<file path="config.mk">
export PLATFORM = sky130hd
export DESIGN_NAME = card_shoe_arbiter
export DESIGN_NICKNAME = d
export VERILOG_FILES = /design/src/rtl/card_shoe_arbiter.sv
export SDC_FILE = /design/constraint.sdc
export NUM_CORES = 1
export LEC_CHECK = 0
export BUFFER_PORTS_ARGS = -buffer_cell sky130_fd_sc_hd__buf_2
export CORE_MARGIN = 5
export CORE_UTILIZATION = 45
export CTS_CLUSTER_DIAMETER = 120
export DETAILED_ROUTE_END_ITERATION = 7
export PLACE_DENSITY = 0.67
export SYNTH_ARGS = -nofsm -noshare
export SYNTH_HDL_FRONTEND = slang
export SYNTH_SLANG_ARGS = --single-unit
</file>
<file path="constraint.sdc">
create_clock -name slow_clock -period 4.8 [get_ports slow_clock]
set_input_delay 0.96 -clock slow_clock [delete_from_list [all_inputs] [get_ports slow_clock]]
set_output_delay 0.96 -clock slow_clock [all_outputs]
set_load 0.03 [all_outputs]
</file>
<file path="src/rtl/card_shoe_arbiter.sv">
// Finite-shoe card source shared by the player and dealer hand loaders.
// Tracks per-rank counts and deals one rank per grant, probing upward past exhausted ranks.
module card_shoe_arbiter #(
    parameter int          DECKS = 1,
    parameter logic [7:0]  SEED  = 8'hA5
) (
    input  logic       slow_clock,
    input  logic       resetb,
    input  logic       p_req,
    input  logic       d_req,
    input  logic       reshuffle,
    input  logic       force_en,
    input  logic [3:0] force_rank,
    output logic [3:0] card_out,
    output logic       p_gnt,
    output logic       d_gnt,
    output logic       busy,
    output logic [8:0] cards_left,
    output logic       shoe_empty
);

    localparam logic [5:0] RANK_FULL = 6'(4 * DECKS);
    localparam logic [8:0] SHOE_FULL = 9'(52 * DECKS);
    localparam logic       OWN_P     = 1'b0;
    localparam logic       OWN_D     = 1'b1;

    typedef enum logic [1:0] {
        IDLE  = 2'd0,
        PROBE = 2'd1,
        DONE  = 2'd2
    } state_t;

    // Feedback for x^8+x^6+x^5+x^4+1: parity of taps 7,5,4,3.
    function automatic logic lfsr_fb(input logic [7:0] v);
        return ^(v & 8'b1011_1000);
    endfunction

    state_t     state_r, state_s;
    logic [7:0] lfsr_r, lfsr_s;
    logic [3:0] rank_ptr_r, rank_ptr_s;
    logic       owner_r, owner_s;
    logic       last_owner_r, last_owner_s;
    logic [5:0] cnt_r [1:13];
    logic [5:0] cnt_s [1:13];
    logic [8:0] cards_left_r, cards_left_s;
    logic       shoe_empty_r, shoe_empty_s;
    logic [3:0] card_out_r, card_out_s;
    logic       p_gnt_r, p_gnt_s;
    logic       d_gnt_r, d_gnt_s;
    logic       busy_r, busy_s;
    logic [7:0] lfsr_mod_s;
    logic [3:0] start_rank_s;
    logic       win_owner_s;

    // Starting rank and owner selection for a request sampled in IDLE.
    always_comb begin
        lfsr_s       = {lfsr_r[6:0], lfsr_fb(lfsr_r)};
        lfsr_mod_s   = lfsr_r % 8'd13;
        start_rank_s = lfsr_mod_s[3:0] + 4'd1;
        if (force_en) begin
            if (force_rank == 4'd0 || force_rank > 4'd13) begin
                start_rank_s = 4'd1;
            end else begin
                start_rank_s = force_rank;
            end
        end else begin
            start_rank_s = lfsr_mod_s[3:0] + 4'd1;
        end
        if (p_req && d_req) begin
            win_owner_s = ~last_owner_r;
        end else begin
            win_owner_s = d_req ? OWN_D : OWN_P;
        end
    end

    // Next-state and datapath update for the IDLE/PROBE/DONE sequence.
    always_comb begin
        state_s      = state_r;
        rank_ptr_s   = rank_ptr_r;
        owner_s      = owner_r;
        last_owner_s = last_owner_r;
        cards_left_s = cards_left_r;
        card_out_s   = card_out_r;
        p_gnt_s      = 1'b0;
        d_gnt_s      = 1'b0;
        for (int i = 1; i <= 13; i++) begin
            cnt_s[i] = cnt_r[i];
        end
        case (state_r)
            IDLE: begin
                if (reshuffle) begin
                    for (int i = 1; i <= 13; i++) begin
                        cnt_s[i] = RANK_FULL;
                    end
                    cards_left_s = SHOE_FULL;
                end else if ((p_req || d_req) && cards_left_r != 9'd0) begin
                    owner_s    = win_owner_s;
                    rank_ptr_s = start_rank_s;
                    state_s    = PROBE;
                end else begin
                    state_s = IDLE;
                end
            end
            PROBE: begin
                if (cnt_r[rank_ptr_r] != 6'd0) begin
                    cnt_s[rank_ptr_r] = cnt_r[rank_ptr_r] - 6'd1;
                    cards_left_s      = cards_left_r - 9'd1;
                    card_out_s        = rank_ptr_r;
                    p_gnt_s           = (owner_r == OWN_P);
                    d_gnt_s           = (owner_r == OWN_D);
                    last_owner_s      = owner_r;
                    state_s           = DONE;
                end else if (rank_ptr_r >= 4'd13) begin
                    rank_ptr_s = 4'd1;
                end else begin
                    rank_ptr_s = rank_ptr_r + 4'd1;
                end
            end
            DONE: begin
                state_s = IDLE;
            end
            default: begin
                state_s = IDLE;
            end
        endcase
        shoe_empty_s = (cards_left_s == 9'd0);
        busy_s       = (state_s != IDLE);
    end

    // State register.
    always_ff @(posedge slow_clock or negedge resetb) begin
        if (!resetb) begin
            state_r <= IDLE;
        end else begin
            state_r <= state_s;
        end
    end

    // Shoe contents, LFSR, transaction context and registered outputs.
    always_ff @(posedge slow_clock or negedge resetb) begin
        if (!resetb) begin
            lfsr_r       <= SEED;
            rank_ptr_r   <= 4'd1;
            owner_r      <= OWN_P;
            last_owner_r <= OWN_D;
            for (int i = 1; i <= 13; i++) begin
                cnt_r[i] <= RANK_FULL;
            end
            cards_left_r <= SHOE_FULL;
            shoe_empty_r <= 1'b0;
            card_out_r   <= 4'd0;
            p_gnt_r      <= 1'b0;
            d_gnt_r      <= 1'b0;
            busy_r       <= 1'b0;
        end else begin
            lfsr_r       <= lfsr_s;
            rank_ptr_r   <= rank_ptr_s;
            owner_r      <= owner_s;
            last_owner_r <= last_owner_s;
            for (int i = 1; i <= 13; i++) begin
                cnt_r[i] <= cnt_s[i];
            end
            cards_left_r <= cards_left_s;
            shoe_empty_r <= shoe_empty_s;
            card_out_r   <= card_out_s;
            p_gnt_r      <= p_gnt_s;
            d_gnt_r      <= d_gnt_s;
            busy_r       <= busy_s;
        end
    end

    assign card_out   = card_out_r;
    assign p_gnt      = p_gnt_r;
    assign d_gnt      = d_gnt_r;
    assign busy       = busy_r;
    assign cards_left = cards_left_r;
    assign shoe_empty = shoe_empty_r;

endmodule

</file>
==> results.md <==
- The area of placed instances is 0.00648 mm².
- The global routing usage on met2 is 31.4%.
- The logic depth of the worst register-to-register path is 17.
- Entering global routing, the biggest net connects 87 pins.
- The global route total overflow is 0.
- The flow ran to the end, and the final reports show no timing, DRC or antenna violations.
- For this run, the post-layout net count is 686.
- The final max-slew violation count is 0.
- The share of total power dissipated in combinational logic is 49.7%.
- The kind of end point of the critical path is a flop.
- The repair_antennas step left the layout with diodes totalling 0.
- The worst slew margin relative to its limit is 27.6%.
- The worst register-to-register path has a setup slack of 0.36 ns.
- The slew at the pin closest to its max-slew limit is 1.09 ns.
- The clock period could shrink to 4.44 ns.
- The final antenna-violating net count is 0.
- Summing the areas of all fa, ha and maj instances in the mapped netlist gives 2.21% of the synthesized area.
- The overall die height is 128 µm.
- The number of buffers created by CTS is 9.
- The share of cells above drive strength 1 is 17.8%.
- In this run the worst hold path is classified as flop to flop.
- The die outline area is 0.0163 mm².
- The I/O pin count is 27.
- The analysis attributes to cell leakage a power of 2.97 nW.
- Of the synthesized area, sequential elements account for 45.1%.
- Summed over all nets, the switching power comes to 2.10 mW.
- The endpoint of the worst setup timing path is rank_ptr_r[1].
- The via count of the first global-routing pass is 5,080.
- Based on the critical path, the design can be clocked at up to 0.225 GHz.
- Counting instances in the post-synthesis netlist gives the leading cell types as nand2_1, dfrtp_1, o21ai_0, nor2_1, dfstp_2.
- Yosys printed 0 warnings.
- The cell type contributing the most total cell area after synthesis is dfrtp_1.
- The clock share of power is 17.2%.
- The net count after synthesis is 669.
- For this run, asynchronously set or reset flops after synthesis account for 100%.
- The wire-length estimate of the detail-placed layout is 11.0 mm.
- The largest fanout on the critical path is 20.
- Tracing the worst setup path back leads to its startpoint at lfsr_r[5].
- The floorplan has 43 rows.
- Of the available clock period, the critical path in the final layout requires 92.6%.
- The fraction of synthesized cell area in xor and xnor cells is 1.27%.
- CTS placed an instance of clkbuf_16 at the clock tree root.
- The H-tree generated during clock tree synthesis spans 3 levels.
- The worst-case clock buffer depth is 2.
- The number of buffers inserted by hold repair at cts is 0.
- The CTS tree is yes.
- The combinational family with the most area after synthesis is compound AO/OA/AOI/OAI gates.
- The synthesized netlist devotes 20.1% of its cell area to compound gates.
- Before antenna repair, the detailed router went through 5 iterations.
- The final RePlAce weighted congestion is 0.935.
- Clock-pin slew was measured on the worst setup and hold paths at 0.08 ns.
- At the worst endpoint, the arrival time is 4.68 ns.
- The internal portion of the total power is 2.43 mW.
- Of the total synthesized cell area, the portion taken by AND, OR, NAND and NOR gates is 18.0%.
- The worst setup slack before clock tree synthesis is 0.171 ns.
- Registers are responsible for 33.2% of the overall power.
- The count of unique library cells instantiated by Yosys is 76.
- The area growth from synthesis to layout is 9.52%.
- The post-synthesis sequential element count is 111.
- The count of vias placed by the detailed router is 5,092.
- By startpoint and endpoint, the worst setup path is classified as flop to flop.
- Setup violations remaining at the end of the flow were counted as 0.
- The launching element type of the critical path is a flop.
- The number of buffers inserted by port buffering is 26.
- Of the post-synthesis cell area, the part taken by muxes is 9.18%.
- The origin of the critical flop-to-flop path is lfsr_r[5].
- The total detailed-routing wirelength is 15.8 mm.
- The final-report hold violation count is 0.
- Global routing consumed, on the met3 layer, 3.93% of the routing resources.
- The number of DRC markers in iteration 0 is 461.
- Averaged over all synthesized cells, the footprint is 9.59 µm².
- nand2_1 is the most common cell in the netlist.
- In the final routed layout, each cell accounts on average for 18.6 µm.
- The clock arrives with 0.0139 ns of skew.
- The capture point of the worst reg-to-reg path is rank_ptr_r[1].
- The highest-utilization routing layer at the global route stage is met2.
- IR analysis of the VDD net gives a maximum drop of 0.000363 V.
- The clock latency on the worst-skew pair is 0.36 ns.
- The starting density of the core is 45.3%.
- The placeable core region is 0.0137 mm².
- The data required time of the worst path is 5.03 ns.
- Setup repair after global routing left no endpoint under its margin.
- The area share of the leading cell type in the synthesized netlist is 35.8%.
- The vias per cell is 5.99.
- Counting every sink on the clock net gives 111.
- The max-cap check violation count is 0.
- After detailed routing, the number of remaining DRC violations is 0.
- Power spread over the standard cell area amounts to 666 mW/mm².
- The number of antenna violations at the first check in global routing came to 0.
- For met1 alone, demand over resource in global routing was 28.3%.
- The minimum setup slack in the final design is 0.355 ns.
- The mapped netlist covers 0.00622 mm².
- The setup total negative slack is 0 ns.
- Across all hold checks on the routed design, the worst slack comes to 0.434 ns.
- In this run switching power makes up 46.4% of total power.
- The most used flip-flop cell after synthesis is dfrtp_1.
- The first global-routing pass estimated 26.6 mm of wire.
- Ranked by total cell area, the synthesized netlist is headed by dfrtp_1, dfstp_2, nand2_1.
- Across every metal layer, demand over resource in global routing totals 20.4%.
- The horizontal extent of the die is 128 µm.
- The cell count after synthesis came out at 648.
- In this run, synthesis inferred 0 flip-flops with an integrated enable.
- The finished cells cover 0.00681 mm².
==> state kept, by name (all words and copies together), names as in the netlist, 2 cells and up <==
register    count
rank_ptr_r      4
state_r         2
cnt_r          78
cards_left      9
lfsr_r          8
card_out        4
==> worst max-delay path: stages (launching register included) <==
cell      delay [ns]
dfstp_4         0.72
inv_1           0.06
ha_1            0.25
a21o_1          0.20
a41oi_1         0.40
a21oi_1         0.19
o41ai_1         0.41
o31a_1          0.27
ha_1            0.17
nand2b_1        0.13
a21boi_0        0.34
a21oi_2         0.14
xnor2_1         0.27
ha_1            0.28
inv_1           0.05
o21ai_0         0.10
a221oi_1        0.26
a21oi_1         0.07
==> routing by layer <==
metal | share of wire (%) | wire, µm
met5 | 0 | 0
met4 | 2.6 | 406
met3 | 6.6 | 1040
met2 | 46 | 7220
met1 | 45 | 7120
==> per-stage QoR <==
stage / util [%] / cells / power [mW]
2_1_floorplan: - / 648 / 3.02
3_3_place_gp: 47.3 / 833 / 3.68
3_5_place_dp: 47.3 / 833 / 3.72
4_1_cts: 49.5 / 849 / 4.50
5_1_grt: 49.6 / 850 / 4.82
6_report: 49.6 / 850 / 4.53
==> how the worst min path moves through the flow <==
| stage | startpoint | end | depth (start not counted) |
|---|---|---|---|
| after global placement | owner_r | p_gnt | 1 |
| after detailed placement | owner_r | p_gnt | 1 |
| after floorplan | lfsr_r[6] | lfsr_r[7] | 0 |
| final | owner_r | p_gnt | 1 |
| after global routing | lfsr_r[0] | lfsr_r[1] | 0 |
| after CTS | owner_r | p_gnt | 1 |
==> what timing repair did <==
| item | 4_1_cts | 5_1_grt |
|---|---|---|
| gates resized for setup | 0 | 3 |
| setup endpoints to repair | 0 | 2 |
| buffers inserted | 0 | 1 |
==> cells in the final DEF (no fill, tap or decap), drive strengths merged, types with 11 or more instances in the layout <==
| cell | n |
|---|---|
| dfrtp | 89 |
| o21ai | 92 |
| inv | 18 |
| nand2 | 128 |
| mux2i | 18 |
| mux4 | 12 |
| buf | 40 |
| a22o | 12 |
| ha | 11 |
| dfstp | 22 |
| nor2 | 32 |
| a21oi | 19 |
==> final cells by class <==
class	instances	area [µm²]
flip-flops and latches	111	2810
inverters	17	68.8
repair buffers	40	238
multi-input cells	486	3160
clock buffers	10	239
fillers	1245	6910
clock inverters	6	67.6
well taps	180	225
==> power groups by stage <==
stage               clock network, mW  registers, mW  logic [mW]
global placement                    0           1.50        2.18
detailed placement                  0           1.51        2.21
finish                          0.779           1.50        2.25
floorplan                           0           1.50        1.51
CTS                             0.789           1.50        2.22
global route                    0.829           1.54        2.45
==> kinds of logic (layout without fill, tap and decap cells) <==
kind of cell             after synthesis  after routing
AO/OA/AOI/OAI                        190            190
XOR/XNOR                               9              9
buffers and inverters                 51             73
adder cells (fa/ha/maj)               11             11
multiplexers                          40             40
AND/OR/NAND/NOR                      236            236
flip-flops                           111            111
Note: power is estimated with default switching activity, not from simulation.
